[src/rtl/dot_acc_8b_pkg.sv]
// Shared types and widths for the 8-bit dot-product accumulator.
package dot_acc_8b_pkg;
  localparam int OP_W  = 8;
  localparam int ACC_W = 16;

  typedef enum logic {
    ACC  = 1'b0,
    DONE = 1'b1
  } state_t;
endpackage

[src/rtl/dot_acc_8b_if.sv]
// Operand stream in, result stream out; both val/rdy.
interface dot_acc_8b_if
  import dot_acc_8b_pkg::*;
#(
  parameter int p_count_nbits = 8
);
  logic                     in_val;
  logic                     in_rdy;
  logic [OP_W-1:0]          in_a;
  logic [OP_W-1:0]          in_b;
  logic                     in_last;
  logic                     out_val;
  logic                     out_rdy;
  logic [ACC_W-1:0]         out_sum;
  logic [p_count_nbits-1:0] out_count;
  logic                     out_ovf;

  modport master (
    output in_val, in_a, in_b, in_last, out_rdy,
    input  in_rdy, out_val, out_sum, out_count, out_ovf
  );

  modport slave (
    input  in_val, in_a, in_b, in_last, out_rdy,
    output in_rdy, out_val, out_sum, out_count, out_ovf
  );
endinterface

[src/rtl/dot_acc_8b_madd_8b_c17.sv]
// Combinational 8x8 multiply plus 16-bit addend, 17-bit exact result.
module madd_8b_c17
  import dot_acc_8b_pkg::*;
(
  input  logic [OP_W-1:0]  in0,
  input  logic [OP_W-1:0]  in1,
  input  logic [ACC_W-1:0] in2,
  output logic [ACC_W:0]   out17
);
  logic [ACC_W-1:0] prod;

  // 255*255 fits in 16 bits, so the product never loses bits
  assign prod  = ACC_W'(in0) * ACC_W'(in1);
  assign out17 = (ACC_W+1)'(prod) + (ACC_W+1)'(in2);
endmodule

[src/rtl/dot_acc_8b.sv]
// Dot-product accumulator: sums a*b per vector, presents sum/count/ovf on last.
module dot_acc_8b
  import dot_acc_8b_pkg::*;
#(
  parameter int p_count_nbits = 8
) (
  input logic         clk,
  input logic         reset,
  dot_acc_8b_if.slave bus
);
  state_t                   state, state_nx;
  logic [ACC_W-1:0]         acc;
  logic [p_count_nbits-1:0] cnt;
  logic                     ovf;
  logic [ACC_W:0]           sum17;
  logic                     in_rdy, out_val;
  logic                     in_fire, out_fire;

  madd_8b_c17 u_madd (
    .in0   (bus.in_a),
    .in1   (bus.in_b),
    .in2   (acc),
    .out17 (sum17)
  );

  assign in_fire  = bus.in_val & in_rdy;
  assign out_fire = out_val & bus.out_rdy;

  // State register
  always_ff @(posedge clk) begin
    if (reset) state <= ACC;
    else       state <= state_nx;
  end

  // Next state: close the vector on last, reopen once the result is taken
  always_comb begin
    state_nx = state;
    case (state)
      ACC:     if (in_fire && bus.in_last) state_nx = DONE;
      DONE:    if (out_fire)               state_nx = ACC;
      default: state_nx = ACC;
    endcase
  end

  // Handshake outputs decoded from state; no input/output bypass
  always_comb begin
    in_rdy  = (state == ACC);
    out_val = (state == DONE);
  end

  // Accumulator, element counter and sticky carry flag
  always_ff @(posedge clk) begin
    if (reset || out_fire) begin
      acc <= '0;
      cnt <= '0;
      ovf <= 1'b0;
    end else if (in_fire) begin
      acc <= sum17[ACC_W-1:0];
      cnt <= cnt + p_count_nbits'(1);
      ovf <= ovf | sum17[ACC_W];
    end
  end

  assign bus.in_rdy    = in_rdy;
  assign bus.out_val   = out_val;
  assign bus.out_sum   = acc;
  assign bus.out_count = cnt;
  assign bus.out_ovf   = ovf;
endmodule

[src/flat_wrapper.sv]
// flat-port wrapper written by rule: the top's interface ports become plain ports
module dot_acc_8b_flat import dot_acc_8b_pkg::*;
#(
  parameter int p_count_nbits = 8
)
  (clk, reset, bus_in_val, bus_in_a, bus_in_b, bus_in_last, bus_out_rdy, bus_in_rdy, bus_out_val, bus_out_sum, bus_out_count, bus_out_ovf);
  dot_acc_8b_if #(.p_count_nbits(p_count_nbits)) bus_i ();
  input logic clk;
  input logic reset;
  input wire logic [$bits(bus_i.in_val)-1:0] bus_in_val;
  input wire logic [$bits(bus_i.in_a)-1:0] bus_in_a;
  input wire logic [$bits(bus_i.in_b)-1:0] bus_in_b;
  input wire logic [$bits(bus_i.in_last)-1:0] bus_in_last;
  input wire logic [$bits(bus_i.out_rdy)-1:0] bus_out_rdy;
  output wire logic [$bits(bus_i.in_rdy)-1:0] bus_in_rdy;
  output wire logic [$bits(bus_i.out_val)-1:0] bus_out_val;
  output wire logic [$bits(bus_i.out_sum)-1:0] bus_out_sum;
  output wire logic [$bits(bus_i.out_count)-1:0] bus_out_count;
  output wire logic [$bits(bus_i.out_ovf)-1:0] bus_out_ovf;
  assign bus_i.in_val = bus_in_val;
  assign bus_i.in_a = bus_in_a;
  assign bus_i.in_b = bus_in_b;
  assign bus_i.in_last = bus_in_last;
  assign bus_i.out_rdy = bus_out_rdy;
  assign bus_in_rdy = bus_i.in_rdy;
  assign bus_out_val = bus_i.out_val;
  assign bus_out_sum = bus_i.out_sum;
  assign bus_out_count = bus_i.out_count;
  assign bus_out_ovf = bus_i.out_ovf;
  dot_acc_8b #(.p_count_nbits(p_count_nbits)) u_core (.clk(clk), .reset(reset), .bus(bus_i));
endmodule
[config.mk]
export PLATFORM = sky130hd
export DESIGN_NAME = dot_acc_8b_flat
export DESIGN_NICKNAME = d
export VERILOG_FILES = /design/src/rtl/dot_acc_8b_pkg.sv /design/src/rtl/dot_acc_8b_if.sv /design/src/rtl/dot_acc_8b_madd_8b_c17.sv /design/src/rtl/dot_acc_8b.sv /design/src/flat_wrapper.sv
export SDC_FILE = /design/constraint.sdc
export NUM_CORES = 1
export LEC_CHECK = 0
export CAP_MARGIN = 25
export CORE_UTILIZATION = 40
export CTS_BUF_LIST = sky130_fd_sc_hd__clkbuf_8
export DETAILED_ROUTE_END_ITERATION = 10
export DONT_BUFFER_PORTS = 1
export PLACE_DENSITY = 0.52
export SYNTH_ARGS = -nofsm -noshare
export SYNTH_HDL_FRONTEND = slang
export SYNTH_SLANG_ARGS = --single-unit
[constraint.sdc]
create_clock -name clk -period 12.8 [get_ports clk]
set_clock_uncertainty 0.05 [all_clocks]
set_input_delay 2.56 -clock clk [delete_from_list [all_inputs] [get_ports clk]]
set_output_delay 2.56 -clock clk [all_outputs]
set_load 0.03 [all_outputs]
==> out/metrics.cfg, run 1 <==
[run_status]
outcome=finished, final reports clean

[floorplanning]
dieArea_um2=9130
start_util_pct=41.97
fp.dieW_um=95.55
ios=48
core-area_um2=8341
rows=33
die_h_um=95.55

[clocking]
cts_hold_buffers=0
cts_root_buf=clkbuf_8
clkLatencyLatePin_ps=280
clk_path_buf_depth=2
cts_resized=0
cts_setup_buffers=0
htree_levels=1
path_clk_slew_ps=100
tritoncts=built
numClockSinks=26
cts_buffers=3

[timing]
slew_violations=0
setup_violations=0
worst_slack_ps=6562
min_period_ps=6238
fmax_mhz=160.3
slew_headroom_pct=46.54
fin_tns_setup_ps=0
hold_viol=0
period_share_pct=48.73
worst_slew_pin_slew_ps=801.9
rsz0062_at_grt=false

[setup_path]
cp.arrival_ps=6360
crit_chain=and2_1 -> fa_1 -> fa_1 -> fa_1 -> inv_1 -> fa_1 -> inv_1 -> ha_1 -> a21oi_1 -> o21ai_2 -> or3b_1 -> nand3_1 -> xor2_1 -> o21ai_0
crit_fanout=8
critical_path.most_common_cell=fa_1
endpoint_kind=flop
crit_slowest_cell=fa_1
setup.worst_path.start_class=input port
path_delay_family=adder cells
worstReg2RegStart=u_core.bus.out_sum[7]
cp-startpoint=bus_in_a[2]
cp.required_ps=12920
crit_buf_inv=2
worstSetupPathType=in -> reg
cpPeakStageDelay_ps=550

[logic_synthesis]
syn_area_per_cell_um2=8.335
synth_top_area_share_pct=29.16
synth.area.top_cells=fa_1 29%, dfxtp_1 15%, ha_1 13%
synthCells=420
synth_most_common_cell=inv_1
synth.ff_latch_count=26
synth_warnings=0
synthTopCellsByCount=94 x inv_1, 62 x nand2_1, 51 x fa_1, 37 x ha_1, 36 x and2_1
ys.flop_type=dfxtp_1
syn-num-nets=529
synth-edff-count=0
ys_types=39
synth-seq-area-share_pct=14.87
post-synth-top-area-cell=fa_1
ys_async_sr_fraction_pct=0
synth_area_um2=3501

[hold_path]
worstHoldStart=u_core.bus.out_sum[2]
hp-class=reg -> reg

[placement]
post_dp_cell_area_um2=3612
hpwl_mm=6.413
post-place-ws_ps=6271
port_buffers=0
place_congestion=0.8246
dpl.cell_count=519

[routing]
wl_per_cell_um=14.48
viasPerCell=4.876
drc=0
firstDrtPassIters=4
antenna_left=0
routed_wl_mm=7.571
vias=2550
drtIter0Drc=74

[power_and_ir_drop]
vdd_drop_max_mv=0.07235
powerDensity_nw_per_um2=195.8
p_leak_nw=1.826

[final_layout]
area_growth_syn_to_layout_pct=5.218
final_layout_size_suffix_gt1_share_pct=2.392
final_util_pct=44.16
nFillCells=858
regArea_um2=520.5
multiInputGateArea_um2=2600
finalInstanceArea_um2=3684
stdcell_count=523
finalNetCount=528
insertedDiodeCount=0

[global_routing]
grt_pass1_wl_mm=13.03
gr-usage-all-layers_pct=18.57
grt_overflow=0
grt_pass1_vias=2649
grt_max_degree=24
antenna_found_initial=0

[run]
maxCapViolations=0

-- placed cells by master (no fill, tap or decap), types with 7 or more instances in the layout --
| cell | Yosys | final |
|---|---|---|
| xor2_1 | 7 | 7 |
| a21oi_1 | 27 | 27 |
| ha_1 | 37 | 37 |
| dfxtp_1 | 26 | 26 |
| and2_1 | 36 | 36 |
| nand2_1 | 62 | 62 |
| inv_1 | 94 | 94 |
| nor2_1 | 16 | 16 |
| fa_1 | 51 | 51 |
| nand3_1 | 7 | 7 |
| o21ai_0 | 10 | 10 |
-- cell type report --
| class | instances | area share, % |
|---|---|---|
| well taps | 105 | 3.567 |
| flip-flops and latches | 26 | 14.13 |
| clock inverters | 1 | 0.8152 |
| clock buffers | 3 | 1.121 |
| repair buffers | 1 | 0.2038 |
| inverters | 94 | 9.579 |
| multi-input cells | 293 | 70.58 |
-- worst paths after layout --
kind,end,slack [ps],cells past startpoint
setup / recovery,u_core.bus.out_ovf,6560,14
setup reg to reg,u_core.bus.out_sum[14],8310,15
hold reg to reg,u_core.bus.out_sum[2],580,2
hold / removal,u_core.bus.out_sum[2],580,2
-- cell families after synthesis --
logic type                 synth area share, %
and+or+nand+nor                          19.19
xor gates and xnor gates                 3.002
buffers and inverters                    10.86
AOI/OAI and AO/OA                        9.686
adders and majority gates                42.39
DFF                                      14.87
-- where the power goes --
group          internal [mW]  switching [mW]  total, mW
registers             0.0955          0.0414      0.137
logic                  0.211           0.303      0.514
clock network         0.0419          0.0288     0.0707
-- worst min-delay path, delay by kind of cell (launching register included) --
kind               cells  cell delay, ps
and+or+nand+nor        1             100
DFF                    1             430
AOI/OAI and AO/OA      1              60
-- registers in the layout, indices dropped and copies added, names as in the netlist --
name,flops
u_core.bus.out_count,8
u_core.bus.out_ovf,1
u_core.bus.out_sum,16
u_core.bus.out_val,1
-- metrics by stage --
step | hold slack (ps) | power (mW)
after floorplan | 533.1 | 0.5511
after detailed placement | 553.2 | 0.6548
after global routing | 624.1 | 0.8207
final | 580.1 | 0.7213
after global placement | 558.3 | 0.6544
after CTS | 584.9 | 0.7327
-- layer usage --
| metal | vias to the layer above | global-route usage [%] | part of all wire, % |
|---|---|---|---|
| li1 | 1302 | - | - |
| met1 | 1196 | 26.65 | 48 |
| met2 | 45 | 29.23 | 45 |
| met3 | 7 | 3.429 | 5.8 |
| met4 | 0 | 3.731 | 0.88 |
| met5 | - | 0 | 0 |
Power figures use the tool's default switching activity.
==> run 2, diff against run 1 <==
==> constraint.sdc (replaced) <==
create_clock -name clk -period 6.2 [get_ports clk]
set_clock_uncertainty 0.05 [all_clocks]
set_input_delay 1.24 -clock clk [delete_from_list [all_inputs] [get_ports clk]]
set_output_delay 1.24 -clock clk [all_outputs]
set_load 0.03 [all_outputs]
==> run 2 against run 1 <==
- non-clock buffer count unchanged
- wire length about the same
- die area unchanged
- sequential power increased by 110%
- power increased by 110%
- critical endpoint unchanged
- highest routed layer unchanged
==> out/metrics.cfg, run 2 (synthesized netlist as in run 1, its figures left out) <==
[power_and_ir_drop]
p_total_mw=1.492  ; +110%
p_leak_nw=1.826  ; unchanged
vdd_drop_max_mv=0.1591  ; +120%
p_comb_share_pct=71.2  ; about the same
powerDensity_nw_per_um2=405.1  ; +110%
intPower_mw=0.7204  ; +110%
seq_power_share_pct=19.0  ; about the same
netSwitchingPower_mw=0.7716  ; +110%
p_sw_share_pct=51.71  ; about the same
clkPwrFrac_pct=9.8  ; about the same

[routing]
antenna_left=0  ; unchanged
firstDrtPassIters=4  ; unchanged
routed_wl_mm=7.567  ; about the same
viasPerCell=4.910  ; +0.71%
vias=2568  ; +0.71%
drc=0  ; unchanged
drtIter0Drc=57  ; -23%
wl_per_cell_um=14.47  ; about the same

[global_routing]
grtUsageMet1_pct=27.66  ; +1.0 points
antenna_found_initial=0  ; unchanged
grt_max_degree=24  ; unchanged
grt_use_met3_pct=2.711  ; -0.72 points
gr-usage-all-layers_pct=18.93  ; +0.36 points
grt_pass1_vias=2650  ; +0.038%
grt_overflow=0  ; unchanged
met2_usage_pct=30.18  ; +0.95 points
grt_pass1_wl_mm=13.30  ; +2.1%
busiest_layer=met2

[timing]
worst_slew_pin_slew_ps=800.6  ; -1.304 ps
fmax_mhz=203.3
min_period_ps=4918
slew_headroom_pct=46.63  ; +0.087 points
rsz0062_at_grt=false
hold_ws_ps=581.6  ; +1.534 ps
slew_violations=0  ; unchanged
setup_violations=0  ; unchanged
hold_viol=0  ; unchanged
period_share_pct=79.33
fin_tns_setup_ps=0  ; unchanged

[setup_path]
crit_fanout=8  ; unchanged
crit_slowest_cell=fa_1
path_delay_family=adder cells
cp.required_ps=6310  ; -6610 ps
r2r_slack_ps=1710  ; -6600 ps
endpoint_kind=flop
critical_path.most_common_cell=fa_1
crit_buf_inv=2  ; unchanged
worstSetupPathType=in -> reg
setup.worst_path.start_class=input port
crit_chain=and2_1 -> fa_1 -> fa_1 -> fa_1 -> inv_1 -> fa_1 -> inv_1 -> ha_1 -> a21oi_1 -> o21ai_2 -> or3b_1 -> nand3_1 -> xor2_1 -> o21ai_0
cpPeakStageDelay_ps=550  ; about the same
cp.arrival_ps=5030  ; -1330 ps

[floorplanning]
ios=48  ; unchanged
start_util_pct=41.97  ; unchanged
rows=33  ; unchanged
die_h_um=95.55  ; unchanged
fp.dieW_um=95.55  ; unchanged
dieArea_um2=9130  ; unchanged
core-area_um2=8341  ; unchanged

[clocking]
cts_root_buf=clkbuf_8
cts_setup_buffers=0  ; unchanged
numClockSinks=26  ; unchanged
cts_buffers=3  ; unchanged
clk_path_buf_depth=2  ; unchanged
path_clk_slew_ps=100  ; about the same
htree_levels=1  ; unchanged
clkLatencyLatePin_ps=280  ; about the same
cts_resized=0  ; unchanged
tritoncts=built
cts_hold_buffers=0  ; unchanged

[placement]
port_buffers=0  ; unchanged
place_congestion=0.8244  ; about the same
post_dp_cell_area_um2=3612  ; unchanged
hpwl_mm=6.390  ; -0.37%

[run_status]
outcome=finished, final reports clean

[final_layout]
final_layout_size_suffix_gt1_share_pct=2.392  ; unchanged
area_growth_syn_to_layout_pct=5.218  ; unchanged
layout_common_cells=94 x inv_1, 62 x nand2_1, 51 x fa_1
final_common_cell=inv_1
insertedDiodeCount=0  ; unchanged
finalNetCount=528  ; unchanged
finalInstanceArea_um2=3684  ; unchanged
largest_reg_flops=16  ; unchanged

[hold_path]
hp-class=reg -> reg

[run]
maxCapViolations=0  ; unchanged

run 2: through the flow:
stage	setup WS [ps]	util, %	std cells
2_1_floorplan	1111	-	420
3_3_place_gp	1011	43.31	519
3_5_place_dp	990.0	43.31	519
4_1_cts	1276	44.16	523
5_1_grt	985.8	44.16	523
6_report	1282	44.16	523
run 2: final cells by class:
cell class	instances	area (um2)
repair buffers	1	7.507
fillers	861	4657
clock inverters	1	30.03
multi-input cells	293	2600
clock buffers	3	41.29
well taps	105	131.4
flip-flops and latches	26	520.5
inverters	94	352.8
run 2: worst paths after layout:
kind	startpoint	to	depth (start not counted)
max	bus_in_a[2]	u_core.bus.out_ovf	14
max reg2reg	u_core.bus.out_sum[7]	u_core.bus.out_sum[14]	15
min	u_core.bus.out_sum[0]	u_core.bus.out_sum[0]	2
min reg2reg	u_core.bus.out_sum[0]	u_core.bus.out_sum[0]	2
run 2: power groups by stage:
stage | registers, mW | clock network, mW | logic [mW]
after CTS | 0.286 | 0.153 | 1.07
after global routing | 0.290 | 0.156 | 1.25
after global placement | 0.289 | 0 | 1.06
final | 0.283 | 0.146 | 1.06
after detailed placement | 0.290 | 0 | 1.06
after floorplan | 0.275 | 0 | 0.863
run 2: routing by layer:
layer	routed length [um]	part of all wire, %
met5	0	0
met4	53	0.70
met3	347	4.6
met1	3700	49
met2	3466	46
run 2: worst min-delay path: stages (launching register included):
cell and delay (ps):
dfxtp_1 440, nand2_1 100, a21oi_1 60
==> variant 1 (settings of run 2) <==
Change the package constant `OP_W` from 8 to 12.
--- a/src/rtl/dot_acc_8b_pkg.sv
+++ b/src/rtl/dot_acc_8b_pkg.sv
@@ -2,3 +2,3 @@
 package dot_acc_8b_pkg;
-  localparam int OP_W  = 8;
+  localparam int OP_W  = 12;
   localparam int ACC_W = 16;
Ports: changed (resized bus_in_a and bus_in_b); port bits go from 48 to 56. The function was not compared with the original's and may differ.
==> variant 1 against run 2 <==
Area after synthesis increased by 42%. Core utilization is 1.8 points higher. Power up 150%. Setup slack worse by 1.1 ns. Sequential cell count did not move. Design area rose by 50%. Clock power down 3%. Via count is 51% higher. Wire length rose by 48%. Combinational power rose to 3.1 times the old value. Largest power group unchanged.
==> variant 1: results (changes against run 2) <==
----------------------------------------------------
[Run status]
  Status ... finished clean (unchanged)

[Routing]
  Routed vias/inst ... 4.954 (was 4.910)
  Per-cell routed wire length ... 14.36 um (was 14.47 um)
  Wirelength, routed ... 11,220 um (was 7567 um)
  Number of design-rule violations left by the first detailed-router iteration ... 113 (was 57)

[Worst setup path]
  Arrival @ worst endpoint ... 6.10 ns (was 5.03 ns)
  Category of cells accounting for the largest share of critical-path delay ... adder cells (unchanged)

[Logic synthesis]
  Share of synthesized area occupied by flip-flops and latches ... 10.44% (was 14.87%)
  Xor and xnor area share after synthesis ... 6.327% (was 3.002%)
  Post-synthesis instance total ... 610 (was 420)
  Number of nets in the synthesized netlist ... 767 (was 529)
  Most common library cells after synthesis ... sky130_fd_sc_hd__inv_1, sky130_fd_sc_hd__nand2_1, sky130_fd_sc_hd__fa_1 (unchanged)
  Complex-gate fraction of the synthesized area ... 10.92% (was 9.685%)
  Post-Synth Adder-Cell Area ... 43.59% (was 42.39%)
  Largest cells by area after synthesis ... sky130_fd_sc_hd__fa_1, sky130_fd_sc_hd__ha_1, sky130_fd_sc_hd__dfxtp_1 (was sky130_fd_sc_hd__fa_1, sky130_fd_sc_hd__dfxtp_1, sky130_fd_sc_hd__ha_1)

[GRT]
  Vias in the first global route ... 4,126 (was 2,650)
  Global-route wire length before repair ... 19,490 um (was 13,300 um)
  Largest net degree at the start of global routing ... 27 (was 24)

[Place]
  Placed cell count ... 776 (was 519)
  Gp weighted congestion ... 0.7910 (was 0.8244)
  DP Wirelength ... 9352 um (was 6390 um)

[Pwr]
  Static Leakage ... 0.002702 uW (was 0.001826 uW)
  Switching Share ... 47.37% (was 51.71%)
  Peak supply drop ... 0.0003081 V (was 0.0001591 V)

[Final layout]
  Proportion of layout cells with a drive suffix above 1 ... 10.11% (was 2.392%)

[STA]
  Worst-Margin Slew ... 0.8483 ns (was 0.8006 ns)

----------------------------------------------------
==> variant 1: cell count changes in the layout (fill, tap and decap cells not counted), moves of 5 or more <==
cell                       before  now
sky130_fd_sc_hd__o21bai_1       0    5
sky130_fd_sc_hd__inv_1         94  110
sky130_fd_sc_hd__buf_4          1   23
sky130_fd_sc_hd__nand2_1       62  101
sky130_fd_sc_hd__ha_4           0    8
sky130_fd_sc_hd__fa_1          51   72
sky130_fd_sc_hd__and3_1         2    7
sky130_fd_sc_hd__a21o_1         3    9
sky130_fd_sc_hd__xnor2_1        5   26
sky130_fd_sc_hd__nor2_1        16   21
==> variant 1: path summary, 6_finish.rpt <==
path	from	end	slack (ns)	depth (start not counted)
worst min-delay path	u_core.bus.out_sum[3]	u_core.bus.out_sum[3]	0.58	2
worst max-delay path	bus_in_a[6]	u_core.bus.out_sum[15]	0.22	19
worst max register to register	u_core.bus.out_sum[0]	u_core.bus.out_sum[12]	3.52	10
worst min register to register	u_core.bus.out_sum[3]	u_core.bus.out_sum[3]	0.58	2
==> variant 1: timing repair <==
action                                 4_1_cts  5_1_grt
hold buffers                                 0        0
gates resized for setup                      0        7
endpoints found under the hold margin        0        0
setup endpoints to repair                    0        2
buffers inserted                             0        1
==> variant 1: metrics by stage <==
stage	area [um^2]	setup TNS [ns]	setup WS [ns]
floorplan	5326	-0.01987	-0.01987
global placement	5424	-0.1317	-0.09108
detailed placement	5424	-0.3291	-0.1740
CTS	5495	0	0.1294
global route	5539	-0.02490	-0.02490
finish	5539	0	0.2173
==> variant 1: layout make-up <==
type                       instances  share of cell area [%]
multi-input combinational        447                   74.75
sequential                        26                   9.397
inverter                         113                   7.658
tap                              168                   3.795
timing repair buffer              23                   3.117
clock buffer                       3                  0.7454
clock inverter                     1                  0.5421
==> variant 1: logic make-up after synthesis <==
| family | after synthesis |
|---|---|
| compound gates | 84 |
| xor+xnor | 36 |
| fa+ha+maj | 128 |
| buf+inv | 137 |
| flops | 26 |
| simple gates | 199 |
==> variant 1: per-layer routing <==
metal	wire [um]	share of wire (%)	GRT usage [%]	vias up
met5	0	0	0	-
met4	136	1.2	4.737	0
met3	673	6.0	2.710	8
met2	5334	48	33.62	98
met1	5073	45	24.05	1852
li1	-	-	-	1911
==> variant 1: power groups by stage <==
stage / Sequential, uW / Clock, uW / Combinational, uW
after CTS: 287 / 149 / 3170
after global routing: 292 / 155 / 3720
final: 285 / 142 / 3290
after detailed placement: 291 / 0 / 3140
after global placement: 290 / 0 / 3070
after floorplan: 279 / 0 / 2290
==> variant 2 (flow settings as in run 2) <==
Without the edit above. Make the reset (`reset`) asynchronous in one clocked block.
--- a/src/rtl/dot_acc_8b.sv
+++ b/src/rtl/dot_acc_8b.sv
@@ -29,3 +29,3 @@
   // State register
-  always_ff @(posedge clk) begin
+  always_ff @(posedge clk or posedge reset) begin
     if (reset) state <= ACC;
Behaviour: differs if reset is asserted again (counterexample within 4 cycles, from zero or initial values and one cycle with reset high); with reset held inactive, the same outputs for 10 cycles.
==> variant 2 against run 2 <==
Power down 2.2%. Critical path depth did not move. Sequential cell count is the same. Area after synthesis increased by 1.4%. Wire length is 0.49% higher. Setup slack got worse by 0.076 ns. Global-route usage fell by 0.84 points. Design area rose by 0.99%.
==> variant 2: results (changes against run 2) <==
----------------------------------------------------
[Logic synthesis]
  Synth cell types ... 41 (was 39)
  Asr flop ratio synth ... 3.846% (was 0%)
  Share of synthesized area occupied by flip-flops and latches ... 14.81% (was 14.87%)
  Number of nets in the synthesized netlist ... 532 (was 529)

[GRT]
  Largest net degree at the start of global routing ... 22 (was 24)
  Global-route total usage across every layer ... 18.09% (was 18.93%)
  Vias in the first global route ... 2,695 (was 2,650)

[Final layout]
  Proportion of layout cells with a drive suffix above 1 ... 2.381% (was 2.392%)

[Routing]
  Routed vias/inst ... 4.912 (was 4.910)
  Total met2 wirelength after detailed routing ... 3423 um (was 3466 um)
  Met3 WL post-DR ... 282 um (was 347 um)
  Number of design-rule violations left by the first detailed-router iteration ... 67 (was 57)
  Wirelength, routed ... 7604 um (was 7567 um)
  Detailed-route wire length on metal 1 ... 3882 um (was 3700 um)

[Pwr]
  Peak supply drop ... 0.0001203 V (was 0.0001591 V)
  Static Leakage ... 0.001845 uW (was 0.001826 uW)
  Net Switching ... 739.1 uW (was 771.6 uW)

[Run status]
  Status ... finished clean (unchanged)

[Worst setup path]
  Crit. Startpoint ... bus_in_a[4] (was bus_in_a[2])
  Reg-to-reg critical path startpoint ... u_core.bus.out_sum[6] (was u_core.bus.out_sum[7])
  Arrival @ worst endpoint ... 5.07 ns (was 5.03 ns)

[Place]
  Gp weighted congestion ... 0.8322 (was 0.8244)
  DP Wirelength ... 6452 um (was 6390 um)
  Placed Area ... 3649 um^2 (was 3612 um^2)

[STA]
  Relative slew slack ... 52.53% (was 46.63%)

----------------------------------------------------
==> variant 2: worst max-delay path: stages <==
cell                      delay, ns
sky130_fd_sc_hd__and2_1        0.16
sky130_fd_sc_hd__fa_1          0.50
sky130_fd_sc_hd__fa_1          0.57
sky130_fd_sc_hd__inv_1         0.06
sky130_fd_sc_hd__fa_1          0.50
sky130_fd_sc_hd__fa_1          0.55
sky130_fd_sc_hd__inv_1         0.04
sky130_fd_sc_hd__ha_1          0.34
sky130_fd_sc_hd__and2_1        0.19
sky130_fd_sc_hd__and3_1        0.20
sky130_fd_sc_hd__o211a_4       0.16
sky130_fd_sc_hd__or4_1         0.39
sky130_fd_sc_hd__nand3_1       0.09
sky130_fd_sc_hd__a21oi_1       0.06
==> variant 2: cell type report <==
class                   count  area, um^2
well taps                 105       131.4
clock inverters             1       30.03
clock buffers               3       41.29
repair buffers              1       7.507
fillers                   872        4662
flip-flops and latches     26       525.5
inverters                  95       356.6
multi-input cells         294        2628
==> variant 2: path summary, 6_finish.rpt <==
check                      depth (start not counted)                     end
setup reg to reg                                  15  u_core.bus.out_sum[12]
max in group asynchronous                          1      u_core.bus.out_val
hold / removal                                     2      u_core.bus.out_ovf
hold reg to reg                                    2      u_core.bus.out_ovf
min in group asynchronous                          1      u_core.bus.out_val
setup / recovery                                  14  u_core.bus.out_sum[12]
==> variant 2: routing by layer <==
layer  global-route usage, %  vias up
li1                        -     1304
met1                   26.25     1230
met2                   29.26       43
met3                   2.291        2
met4                   2.488        0
met5                       0        -
==> variant 2: metrics by stage <==
| stage | hold slack [ns] | worst slack [ns] | std cells |
|---|---|---|---|
| finish | 0.5607 | 1.206 | 525 |
| global route | 0.5782 | 0.9944 | 525 |
| CTS | 0.5654 | 1.200 | 525 |
| detailed placement | 0.5443 | 0.9077 | 521 |
| global placement | 0.5439 | 0.9520 | 521 |
| floorplan | 0.5187 | 1.118 | 423 |
==> variant 2: power by group through the flow <==
stage | registers, uW | logic, uW | clock network, uW
floorplan | 276 | 841 | 0
global placement | 291 | 1040 | 0
detailed placement | 292 | 1030 | 0
CTS | 287 | 1050 | 145
global route | 291 | 1220 | 151
finish | 285 | 1030 | 140
==> variant 2: cell families (layout without fill, tap and decap cells) <==
family	Yosys count	after routing	synth area share (%)
compound gates	57	57	10.19
mux	2	2	0.5642
flops	26	26	14.81
fa+ha+maj	88	88	41.82
buf+inv	103	100	11.14
simple gates	138	138	19.25
xor+xnor	9	9	2.221
